===== src/rtl/line_scheduler.sv =====
// Frame-boundary reload sequencer for a bank of line engines: double-buffered
// endpoint tables, atomic commit at the boundary, staggered engine reloads.
module line_scheduler #(
  parameter int ENGINES  = 4,
  parameter int V_ACTIVE = 480,
  parameter int IW       = (ENGINES > 1) ? $clog2(ENGINES) : 1
) (
  input  logic                    clk,
  input  logic                    rst,
  input  logic [9:0]              x,
  input  logic [9:0]              y,
  input  logic                    wr_en,
  input  logic [IW-1:0]           wr_idx,
  input  logic [9:0]              wr_x1,
  input  logic [9:0]              wr_y1,
  input  logic [9:0]              wr_x2,
  input  logic [9:0]              wr_y2,
  input  logic                    wr_ena,
  input  logic                    commit,
  output logic                    commit_pending,
  output logic                    busy,
  output logic                    frame_tick,
  output logic [ENGINES-1:0]      eng_rst,
  output logic [10*ENGINES-1:0]   eng_x1,
  output logic [10*ENGINES-1:0]   eng_y1,
  output logic [10*ENGINES-1:0]   eng_x2,
  output logic [10*ENGINES-1:0]   eng_y2,
  input  logic [ENGINES-1:0]      eng_white,
  output logic                    white
);

  typedef enum logic [1:0] {IDLE, COPY, LOAD} state_t;

  localparam logic [IW:0]   NUM_SLOTS = (IW+1)'(ENGINES);
  localparam logic [IW-1:0] LAST_IDX  = IW'(ENGINES - 1);

  state_t          state_reg;
  logic [IW-1:0]   index_reg;
  logic            pending_reg;
  logic            tick_reg;
  logic            at_b_q;

  logic [9:0]         sh_x1 [ENGINES];
  logic [9:0]         sh_y1 [ENGINES];
  logic [9:0]         sh_x2 [ENGINES];
  logic [9:0]         sh_y2 [ENGINES];
  logic [ENGINES-1:0] sh_ena;
  logic [9:0]         act_x1 [ENGINES];
  logic [9:0]         act_y1 [ENGINES];
  logic [9:0]         act_x2 [ENGINES];
  logic [9:0]         act_y2 [ENGINES];
  logic [ENGINES-1:0] act_ena;

  logic at_b;
  logic tick_cond;
  logic wr_ok;

  // The beam parks on the boundary pixel for several clocks; only its first
  // clock counts as the frame boundary.
  assign at_b      = (x == 10'd0) && (y == 10'(V_ACTIVE));
  assign tick_cond = at_b & ~at_b_q;
  assign wr_ok     = wr_en && ({1'b0, wr_idx} < NUM_SLOTS);

  always_ff @(posedge clk) begin
    if (rst) begin
      state_reg   <= IDLE;
      index_reg   <= '0;
      pending_reg <= 1'b0;
      tick_reg    <= 1'b0;
      at_b_q      <= 1'b0;
      sh_ena      <= '0;
      act_ena     <= '0;
      for (int i = 0; i < ENGINES; i++) begin
        sh_x1[i]  <= '0;
        sh_y1[i]  <= '0;
        sh_x2[i]  <= '0;
        sh_y2[i]  <= '0;
        act_x1[i] <= '0;
        act_y1[i] <= '0;
        act_x2[i] <= '0;
        act_y2[i] <= '0;
      end
    end else begin
      at_b_q   <= at_b;
      tick_reg <= tick_cond && (state_reg == IDLE);

      if (wr_ok) begin
        sh_x1[wr_idx]  <= wr_x1;
        sh_y1[wr_idx]  <= wr_y1;
        sh_x2[wr_idx]  <= wr_x2;
        sh_y2[wr_idx]  <= wr_y2;
        sh_ena[wr_idx] <= wr_ena;
      end

      case (state_reg)
        IDLE: begin
          if (tick_cond) state_reg <= COPY;
        end
        COPY: begin
          // Copy reads the pre-edge shadow, so a same-cycle write waits for
          // the next commit.
          if (pending_reg) begin
            for (int i = 0; i < ENGINES; i++) begin
              act_x1[i] <= sh_x1[i];
              act_y1[i] <= sh_y1[i];
              act_x2[i] <= sh_x2[i];
              act_y2[i] <= sh_y2[i];
            end
            act_ena     <= sh_ena;
            pending_reg <= 1'b0;
          end
          index_reg <= '0;
          state_reg <= LOAD;
        end
        LOAD: begin
          index_reg <= index_reg + 1'b1;
          if (index_reg == LAST_IDX) state_reg <= IDLE;
        end
        default: state_reg <= IDLE;
      endcase

      // A fresh commit wins over the clear performed by COPY.
      if (commit) pending_reg <= 1'b1;
    end
  end

  always_comb begin
    eng_rst = '0;
    if (rst) begin
      eng_rst = '1;
    end else if (state_reg == LOAD) begin
      eng_rst[index_reg] = 1'b1;
    end
  end

  assign commit_pending = pending_reg;
  assign busy           = (state_reg != IDLE);
  assign frame_tick     = tick_reg;
  assign white          = |(eng_white & act_ena);

  generate
    for (genvar gi = 0; gi < ENGINES; gi++) begin : g_pack
      assign eng_x1[10*gi +: 10] = act_x1[gi];
      assign eng_y1[10*gi +: 10] = act_y1[gi];
      assign eng_x2[10*gi +: 10] = act_x2[gi];
      assign eng_y2[10*gi +: 10] = act_y2[gi];
    end
  endgenerate

endmodule

===== config.mk =====
export PLATFORM = sky130hd
export DESIGN_NAME = line_scheduler
export DESIGN_NICKNAME = d
export VERILOG_FILES = /design/src/rtl/line_scheduler.sv
export SDC_FILE = /design/constraint.sdc
export NUM_CORES = 1
export LEC_CHECK = 0
export CAP_MARGIN = 20
export CORE_MARGIN = 3
export CORE_UTILIZATION = 34
export CTS_CLUSTER_SIZE = 10
export DETAILED_ROUTE_END_ITERATION = 12
export PLACE_DENSITY_LB_ADDON = 0.12
export SETUP_SLACK_MARGIN = 0.5
export SLEW_MARGIN = 25
export SYNTH_ARGS = -nofsm -noshare
export SYNTH_HDL_FRONTEND = slang
export SYNTH_SLANG_ARGS = --single-unit
export TNS_END_PERCENT = 1

===== constraint.sdc =====
create_clock -name clk -period 4.9 [get_ports clk]
set_clock_uncertainty 0.15 [all_clocks]
set_input_delay 0.49 -clock clk [delete_from_list [all_inputs] [get_ports clk]]
set_output_delay 0.49 -clock clk [all_outputs]
set_load 0.005 [all_outputs]

Word-level counts from Yosys, hierarchy flattened
Memories as Yosys holds them, arrays and structs flattened.
Index checks and enable logic that the tools add are counted.

operators by class
  equality and inequality tests = 6
  $lt $le $gt $ge = 4
  reductions and logical operators = 16
  multiplexer cells = 50
  add/sub/neg operators = 1
  bitwise logic cells = 19

operators by type and width
  kind                                                                count
  2-to-1 mux 10 bit                                                   20
  OR reduction 10 bit                                                 4
  2-to-1 mux 1 bit                                                    17
  bitwise OR 1 bit                                                    16
  2-to-1 mux 2 bit                                                    6
  equality test 10 x 9 -> 1 bit (second input constant)               1
  logical NOT 10 bit                                                  1
  2-to-1 mux 4 bit                                                    2
  less-than comparator 2 x 3 -> 1 bit (second input constant)         2
  one-hot mux 2 bit (3 select lines)                                  1
  nonzero test 2 bit                                                  3
  AND 4 bit                                                           1
  bitwise mux 4 bit                                                   1
  demux 1 bit (select 2 bit)                                          2
  equality test 2 bit (second input constant)                         2
  greater-or-equal comparator 2 x 1 -> 1 bit (second input constant)  2
  logical AND 1 bit                                                   4
  inequality test 2 bit (second input constant)                       2
  one-hot mux 2 bit (2 select lines)                                  1
  AND reduction 2 bit                                                 2
  OR reduction 4 bit                                                  1
  adder 2 x 1 -> 2 bit (second input constant)                        1
  equality test 2 x 1 -> 1 bit (second input constant)                1
  logical NOT 2 bit                                                   1
  2 further kinds                                                     2

word-level totals
  flip-flop bits (word level) = 15
  output and inout port bits = 168
  RAM bits = 320
  logic and storage cells = 111
  memories kept = 8

memory list
  memory       depth  bits a word  read ports  clocked after Yosys merged registers in  write ports  RTL line  source
  act_x1       4      10           4           0                                        4            48        logic [9:0] act_x1 [ENGINES];
  act_x2       4      10           4           0                                        4            50        logic [9:0] act_x2 [ENGINES];
  act_y1       4      10           4           0                                        4            49        logic [9:0] act_y1 [ENGINES];
  act_y2       4      10           4           0                                        4            51        logic [9:0] act_y2 [ENGINES];
  sh_x1        4      10           4           0                                        4            43        logic [9:0] sh_x1 [ENGINES];
  sh_x2        4      10           4           0                                        4            45        logic [9:0] sh_x2 [ENGINES];
  +2 memories  n/a    n/a          n/a         n/a                                      n/a          n/a

Logic depth before layout (Yosys ltp)
Gate-level depths: netlist of run 1.

  depth after elaboration = 6
  gate-level depth with buffers = 7
  mapped depth without buffers = 6

Worst setup path after synthesis of run 1
Ideal clock, no wire load.

  path kind = flip-flop to flip-flop
  start = reg state_reg[1]
  end = mem act_x1[0][0], enable pin
  stages on the path, launching flop included = 5
  clock period less this slack = 4452 ps
  arrival time = 3790 ps
  data required time = 4238 ps
  setup slack = 448 ps
  cells stage by stage = dfxtp_1 > inv_1 > ha_1 > a21oi_1 > inv_1

RTL lines
  element                 RTL line  source
  start, declared         37        state_t state_reg;
  start signal, assigned  66        state_reg <= IDLE;
  start signal, assigned  97        if (tick_cond) state_reg <= COPY;
  start signal, assigned  113       state_reg <= LOAD;
  end, declared           48

==> results of run 1 <==
## cell families after synthesis
logic type | Yosys count
and+or+nand+nor | 360
DFF | 335
buffers and inverters | 84
AOI/OAI and AO/OA | 16
adders and majority gates | 7
muxes | 5
## how the worst min path moves through the flow
stage,from,end,slack [ns],cells past startpoint
detailed placement,at_b_q,frame_tick,0.26,1
finish,at_b_q,frame_tick,0.27,1
CTS,at_b_q,frame_tick,0.27,1
floorplan,at_b_q,frame_tick,0.24,1
global route,at_b_q,frame_tick,0.28,1
global placement,at_b_q,frame_tick,0.26,1
## layer usage
metal	global-route usage, %	wire [um]
met1	19.16	12470
met2	23.33	13240
met3	4.444	1989
met4	3.776	545
met5	0	0
## power by group through the flow
stage / combinational (W) / sequential, W / clock [W]
floorplan: 0.0000936 / 0.00339 / 0
detailed placement: 0.000331 / 0.00339 / 0
global route: 0.000349 / 0.00334 / 0.00271
CTS: 0.000332 / 0.00333 / 0.00260
finish: 0.000322 / 0.00333 / 0.00253
global placement: 0.000327 / 0.00339 / 0
## layout by cell type (no fill, tap or decap), types with 2 or more instances in the layout
cell type	n
a22oi_1	2
mux2i_1	5
nand2b_2	4
and2_1	160
nand2_1	43
a21o_1	4
dfxtp_1	15
buf_4	8
nor2b_1	2
nor2_1	127
clkdlybuf4s50_1	238
buf_12	2
inv_1	46
clkbuf_1	15
a21oi_1	4
nand3b_1	2
nand2b_1	4
a22o_1	4
edfxtp_1	320
ha_1	7
nand3_1	4
nor3_1	2
clkbuf_16	41
nor4_1	2
nand2b_4	2
## through the flow
step	setup WS (ns)	hold WS [ns]
final	2.028	0.2661
after floorplan	0.8970	0.2384
after detailed placement	1.577	0.2591
after global placement	1.617	0.2593
after global routing	1.799	0.2760
after CTS	1.992	0.2669
## worst max-delay path, stage by stage (launching register included)
cell,delay [ns]
dfxtp_1,0.37
inv_1,0.07
ha_1,0.25
a21oi_1,0.43
clkinvlp_4,0.76
buf_12,0.47
## layout make-up
type	instances	area [um^2]	area share, %
Sequential cell	335	9910	60.57
Timing Repair Buffer	248	2482	15.17
Multi-Input combinational cell	388	2128	13.01
Clock buffer	56	1082	6.616
Tap cell	461	576.8	3.526
Inverter	47	180.2	1.101
==> impl_metrics.yaml, run 1 <==
run_status:
  status: "finished clean"
floorplan:
  top_level_ports: 239
  fp.dieArea_um2: 38550
  start_util_pct: 34.55
  design.core.area_um2: 35660
  die-height_um: 196.3
  rows: 69
  die_w_um: 196.3
timing:
  setup_viol: 0
  slew_violations: 0
  hold_viol: 0
  slew_headroom_pct: 40.82
  tightest_slew_ns: 0.8877
  finalSetupTns_ns: 0
  finalCritPeriodShare_pct: 58.62
  period_minus_slack_ns: 2.872
  rsz0062_at_grt: "no"
  max_freq_mhz: 348.1
worst_setup_path:
  cp.required_ns: 4.95
  cp-end-kind: "flip-flop"
  startpoint_type: "flip-flop"
  rr_worst_depth: 5
  path_max_fanout: 68
  worstPathArrival_ns: 2.93
  rrSetupSlack_ns: 2.03
  reg2reg_from: "state_reg[1]"
  startpoint: "state_reg[1]"
  criticalPathCategory: "flip-flop to flip-flop"
  endpoint: "act_x2[0][39]"
  r2r_end: "act_x2[0][39]"
yosys:
  synth-async-reset-ratio_pct: 0
  synth.most_common_cell: "edfxtp_1"
  synthSimpleGateAreaFrac_pct: 14.85
  synth_cell_types: 29
  ys_warn_count: 0
  synth.largest_area_cell: "edfxtp_1"
  synth_seq_area_share_pct: 80.45
  synth_top_family_by_area: "simple AND/OR/NAND/NOR gates"
  synthMuxAreaShare_pct: 0.4063
  synthFlopType: "edfxtp_1"
  synth_area_leaders: "edfxtp_1 (78%), and2_1 (8.1%), nor2_1 (3.9%)"
  syn-num-nets: 885
  syn_area_per_cell_um2: 15.26
  synth_edf_count: 320
  synth_compound_area_share_pct: 0.9650
  synth_fa_ha_area_share_pct: 0.7110
  syn_area_um2: 12320
  synth.top_cells.by_count: "edfxtp_1 (320), and2_1 (160), nor2_1 (128)"
  ys_seq_elements: 335
  syn_inst: 807
  synth-xor-area-share_pct: 0
  synth_top_area_share_pct: 78.01
routing:
  wl_per_cell_um: 18.40
  drt-initial-drc-count: 442
  vias_per_cell: 4.397
  wl_um: 28250
  route.vias.total: 6749
  ant_nets: 0
  drt_first_pass_iters: 4
  drc_errors: 0
pwr:
  p_int_w: 0.004953
  max-vdd-ir-drop_v: 0.0002220
  swShare_pct: 19.88
  power_switching_w: 0.001229
  pwr-share-seq_pct: 53.9
  power_frac_clock_pct: 40.9
  comb_power_share_pct: 5.2
  power_w: 0.006181
  power_density_nw_per_um2: 377.8
  total_leakage_power_nw: 6.119
layout:
  fill_cells: 3165
  post-route-cell-area_um2: 16360
  fin_util_pct: 45.88
  areaGrowthSynthToFinish_pct: 32.81
  antenna_cells: 0
  drive_above_1_share_pct: 5.773
  layout.nets: 1137
  stdcell_count: 1535
grt:
  grt_pass1_wl_um: 42390
  grtUsageTotal_pct: 14.44
  grt_max_degree: 85
  antenna_found_initial: 0
  first_global_vias: 7066
  grt_overflow: 0
clock_tree:
  cts-root-buf: "clkbuf_16"
  cts_setup_buffers: 0
  hold_buffers: 0
  cts_tree: "yes"
  clock_latency_ns: 0.50
  clkSinkCount: 335
  clkTransAtPathRegs_ns: 0.06
  htreeDepth: 2
  clockBufferDepth: 3
  ctsResizeCount: 0
  cts-buffers-inserted: 39
hold_path:
  hold_class: "flip-flop to flip-flop"
place:
  dp_hpwl_um: 17450
  io_buffers: 238
  placed_area_um2: 15270
  placed_cells: 1479
  place_congestion: 0.7086
run:
  max_cap_viol_count: 0
(Power assumes the default switching activity.)
==> run 2: changes to the inputs <==
clock period = 2.77 ns   (was 4.9 ns; I/O delays follow)
==> run 2 against run 1 <==
Largest cell class unchanged; design area rose by 1.2%; critical path type is now flip-flop to primary output; clock-buffer cell count unchanged; utilization is 0.56 points higher; cell count up 0.85%; die area stayed put.
==> impl_metrics.yaml, run 2 (synthesized netlist as in run 1, its figures left out) <==
layout:
  final_common_cell: "edfxtp_1"
  stdcell_count: 1548
  areaGrowthSynthToFinish_pct: 34.43
  antenna_cells: 0
  fill_cells: 3199
  layout.nets: 1147
  post-route-cell-area_um2: 16560
  most-common-layout-cells: "edfxtp_1 (320), clkdlybuf4s50_1 (238), and2_1 (160)"
  drive_above_1_share_pct: 7.544
routing:
  drt_first_pass_iters: 4
  drt-initial-drc-count: 320
  vias_per_cell: 4.399
  wl_per_cell_um: 18.40
  drc_errors: 0
  ant_nets: 0
  wl_um: 28490
  route.vias.total: 6810
worst_setup_path:
  criticalPathCategory: "flip-flop to primary output"
  startpoint_type: "flip-flop"
  rrSetupSlack_ns: 0.98
  cp-end-kind: "primary output"
  path_max_fanout: 4
  worstPathArrival_ns: 1.77
  cp.required_ns: 2.34
floorplan:
  rows: 69
  die_w_um: 196.3
  start_util_pct: 34.55
  top_level_ports: 239
  die-height_um: 196.3
  design.core.area_um2: 35660
  fp.dieArea_um2: 38550
timing:
  setup_viol: 0
  finalCritPeriodShare_pct: 79.45
  tightest_slew_ns: 0.4305
  slew_headroom_pct: 71.30
  slew_violations: 0
  rsz0062_at_grt: "yes"
  max_freq_mhz: 454.4
  hold_viol: 0
  period_minus_slack_ns: 2.201
pwr:
  power_density_nw_per_um2: 663.3
  max-vdd-ir-drop_v: 0.0003745
  total_leakage_power_nw: 6.191
clock_tree:
  cts_setup_buffers: 0
  htreeDepth: 2
  clkTransAtPathRegs_ns: 0.05
  cts_tree: "yes"
  cts-buffers-inserted: 39
  clock_latency_ns: 0.52
  cts-root-buf: "clkbuf_16"
  clockBufferDepth: 3
  clkSinkCount: 335
grt:
  antenna_found_initial: 1
  grtUsageTotal_pct: 14.76
  grt_overflow: 0
  first_global_vias: 7203
  grt_max_degree: 122
  grt_pass1_wl_um: 43520
run_status:
  status: "finished clean"
place:
  place_congestion: 0.7339
  placed_area_um2: 15450
  dp_hpwl_um: 17890
  io_buffers: 238
  placed_cells: 1489
run:
  max_cap_viol_count: 0
hold_path:
  hold_class: "input pin to flip-flop"
[run 2: changes by cell type in the layout (fill, tap and decap cells not counted), moves of 2 or more]
cell      change
dfxtp_2       +3
buf_12        +7
ha_4          +2
nand2b_2      +2
buf_4         +3
nand2b_4      -2
ha_1          -3
inv_1         -2
inv_2         +2
dfxtp_1       -3
[run 2: repair_timing]
item / in CTS / in global routing
hold endpoints to repair: 0 / 0
gates resized for setup: 2 / 4
hold buffers: 0 / 0
setup endpoints to repair: 5 / 5
[run 2: final timing paths]
check,from,endpoint,cells past startpoint
worst min-delay path,commit,commit_pending,3
worst max register to register,state_reg[1],act_x2[0][32],5
worst max-delay path,index_reg[1],eng_rst[0],4
worst min register to register,at_b_q,frame_tick,1
[run 2: through the flow]
step	hold slack, ns	worst slack, ns	utilization (%)	total power (W)	TNS, ns
detailed placement	0.2626	0.6324	43.34	0.006608	0
finish	0.2229	0.5693	46.44	0.01098	0
global route	0.2371	0.4676	46.44	0.01142	0
floorplan	0.2384	-0.9115	-	0.006158	-145.83
global placement	0.2590	0.6361	43.34	0.006604	0
CTS	0.2036	0.4705	46.40	0.01115	0
[run 2: power by group]
| part | switching (W) | internal [W] |
|---|---|---|
| Combinational | 0.000305 | 0.000293 |
| Sequential | 0.0000657 | 0.00582 |
| Clock | 0.00187 | 0.00263 |
[run 2: area by class of cell]
type	count	area (um^2)	area share [%]
clock buffer	56	1061	6.407
multi-input combinational	388	2155	13.01
sequential	335	9913	59.86
tap	461	576.8	3.483
inverter	47	180.2	1.088
timing repair buffer	258	2645	15.97
clock inverter	3	28.78	0.1738
[run 2: metal layers]
layer  up-vias  wire [um]  GRT usage (%)
met3        53       1898          3.915
li1       3269          -              -
met5         -          7              0
met4         2        721          4.251
met2       199      13560          24.33
met1      3287      12300          19.42
[run 2: critical path, stage by stage (launching register included)]
cell and delay (ns):
dfxtp_1 0.38, inv_1 0.08, ha_1 0.18, a21o_1 0.18, clkdlybuf4s50_1 0.45
==> run 3: changes to the inputs <==
clock period = 2.1 ns   (was 2.77 ns; I/O delays follow)
==> run 3 against run 2 <==
Utilization is 1.2 points higher; largest cell class unchanged; highest routed layer unchanged; sequential cell count stayed put; sequential share of layout area is 1.5 points lower.
==> impl_metrics.yaml, run 3 (synthesized netlist as in run 1, its figures left out) <==
pwr:
  swShare_pct: 20.30
  total_leakage_power_nw: 6.408
  p_int_w: 0.01156
  power_frac_clock_pct: 40.5
  pwr-share-seq_pct: 53.5
  power_switching_w: 0.002944
  power_density_nw_per_um2: 853.7
  max-vdd-ir-drop_v: 0.0004467
  comb_power_share_pct: 6.0
timing:
  finalCritPeriodShare_pct: 89.47
  hold_ws_ns: 0.1371
  rsz0062_at_grt: "yes"
  slew_violations: 0
  max_freq_mhz: 532.2
  finalSetupTns_ns: 0
  slew_headroom_pct: 64.28
  hold_viol: 0
  setup_viol: 0
  period_minus_slack_ns: 1.879
  tightest_slew_ns: 0.5347
floorplan:
  start_util_pct: 34.55
  rows: 69
  design.core.area_um2: 35660
  top_level_ports: 239
  die_w_um: 196.3
  die-height_um: 196.3
  fp.dieArea_um2: 38550
run:
  max_cap_viol_count: 0
clock_tree:
  htreeDepth: 2
  clock_latency_ns: 0.52
  cts-buffers-inserted: 39
  clockBufferDepth: 3
  cts_tree: "yes"
  clkTransAtPathRegs_ns: 0.06
  clkSinkCount: 335
  cts-root-buf: "clkbuf_16"
layout:
  multi_input_area_um2: 2205
  regArea_um2: 9925
  most-common-layout-cells: "edfxtp_1 (320), clkdlybuf4s50_1 (232), and2_1 (160)"
  post-route-cell-area_um2: 16990
  fill_cells: 3145
  final_common_cell: "edfxtp_1"
  fin_util_pct: 47.65
  drive_above_1_share_pct: 11.32
  layout.nets: 1176
  areaGrowthSynthToFinish_pct: 37.94
worst_setup_path:
  cpPeakStageDelay_ns: 0.32
  criticalPathCategory: "flip-flop to flip-flop"
  path_max_fanout: 20
  startpoint_type: "flip-flop"
  slowest_stage: "dfxtp_2"
  startpoint: "state_reg[0]"
  worstPathCellList: "buf_4 -> ha_4 -> buf_4 -> a21oi_4 -> clkinvlp_4 -> buf_12 -> buf_12"
  reg2reg_from: "state_reg[0]"
  cp-end-kind: "flip-flop"
  cp.required_ns: 2.23
  worstPathArrival_ns: 2.01
routing:
  ant_nets: 0
  vias_per_cell: 4.467
  drt-initial-drc-count: 383
  wl_per_cell_um: 18.83
  drt_first_pass_iters: 5
  drc_errors: 0
  route.vias.total: 7036
  wl_um: 29660
grt:
  grt_overflow: 0
  grt_pass1_wl_um: 43810
  grt_max_degree: 58
  antenna_found_initial: 2
  first_global_vias: 7279
  grtUsageTotal_pct: 15.08
place:
  io_buffers: 238
  dp_hpwl_um: 18740
  place_congestion: 0.7370
  placed_area_um2: 15740
hold_path:
  hold_path.startpoint: "commit"
  hold_class: "input pin to flip-flop"
run_status:
  status: "finished clean"
-- run 3: changes by cell type in the layout (fill, tap and decap cells not counted), moves of 2 or more --
cell	delta
buf_12	+15
buf_4	+10
clkdlybuf4s50_1	-6
dfxtp_1	-5
buf_2	+4
clkbuf_1	-4
dfxtp_2	+3
buf_6	+2
dfxtp_4	+2
ha_4	+2
inv_1	-2
inv_2	+2
-- run 3: per-stage QoR --
stage                     instances  setup WS (ns)  power (W)
after global placement         1505        -0.2838   0.008777
after detailed placement       1505        -0.3283   0.008777
final                          1575         0.2211    0.01451
after floorplan                 807         -1.581   0.008123
after global routing           1574         0.1655    0.01501
after CTS                      1570         0.2224    0.01469
-- run 3: path summary, 6_finish.rpt --
path | endpoint | slack (ns) | cells after the start
worst max-delay path | act_x2[0][25] | 0.22 | 7
worst min-delay path | commit_pending | 0.14 | 3
worst max register to register | act_x2[0][25] | 0.22 | 7
worst min register to register | frame_tick | 0.28 | 1
-- run 3: worst max-delay path, delay by kind of cell (launching register included) --
family / cells / cell delay [ns]
buffers and inverters: 5 / 0.81
AOI/OAI and AO/OA: 1 / 0.18
adders and majority gates: 1 / 0.15
DFF: 1 / 0.32
-- run 3: power by group through the flow --
| stage | registers [W] | clock network, W | logic, W |
|---|---|---|---|
| 2_1_floorplan | 0.00790 | 0 | 0.000219 |
| 3_3_place_gp | 0.00790 | 0 | 0.000873 |
| 3_5_place_dp | 0.00790 | 0 | 0.000873 |
| 4_1_cts | 0.00777 | 0.00604 | 0.000883 |
| 5_1_grt | 0.00779 | 0.00629 | 0.000932 |
| 6_report | 0.00776 | 0.00588 | 0.000866 |
-- run 3: per-layer routing --
metal,routed length (um),track usage (%),up-vias
li1,-,-,3336
met1,12840,19.61,3431
met2,14120,25.15,213
met3,2026,3.966,52
met4,639,4.357,4
met5,30,0,-
-- run 3: layout make-up --
type | instances | area share [%]
Sequential cell | 335 | 58.41
Timing Repair Buffer | 285 | 17.79
Multi-Input combinational cell | 390 | 12.97
Clock buffer | 52 | 6.156
Tap cell | 461 | 3.395
Inverter | 47 | 1.060
Clock inverter | 4 | 0.1988
Antenna cell | 1 | 0.01473
-- run 3: what timing repair did --
action	4_1_cts	5_1_grt
gates cloned	2	0
setup buffers	7	4
pin swaps	2	1
hold buffers	0	0
gates resized for setup	41	2
setup endpoints to repair	654	628
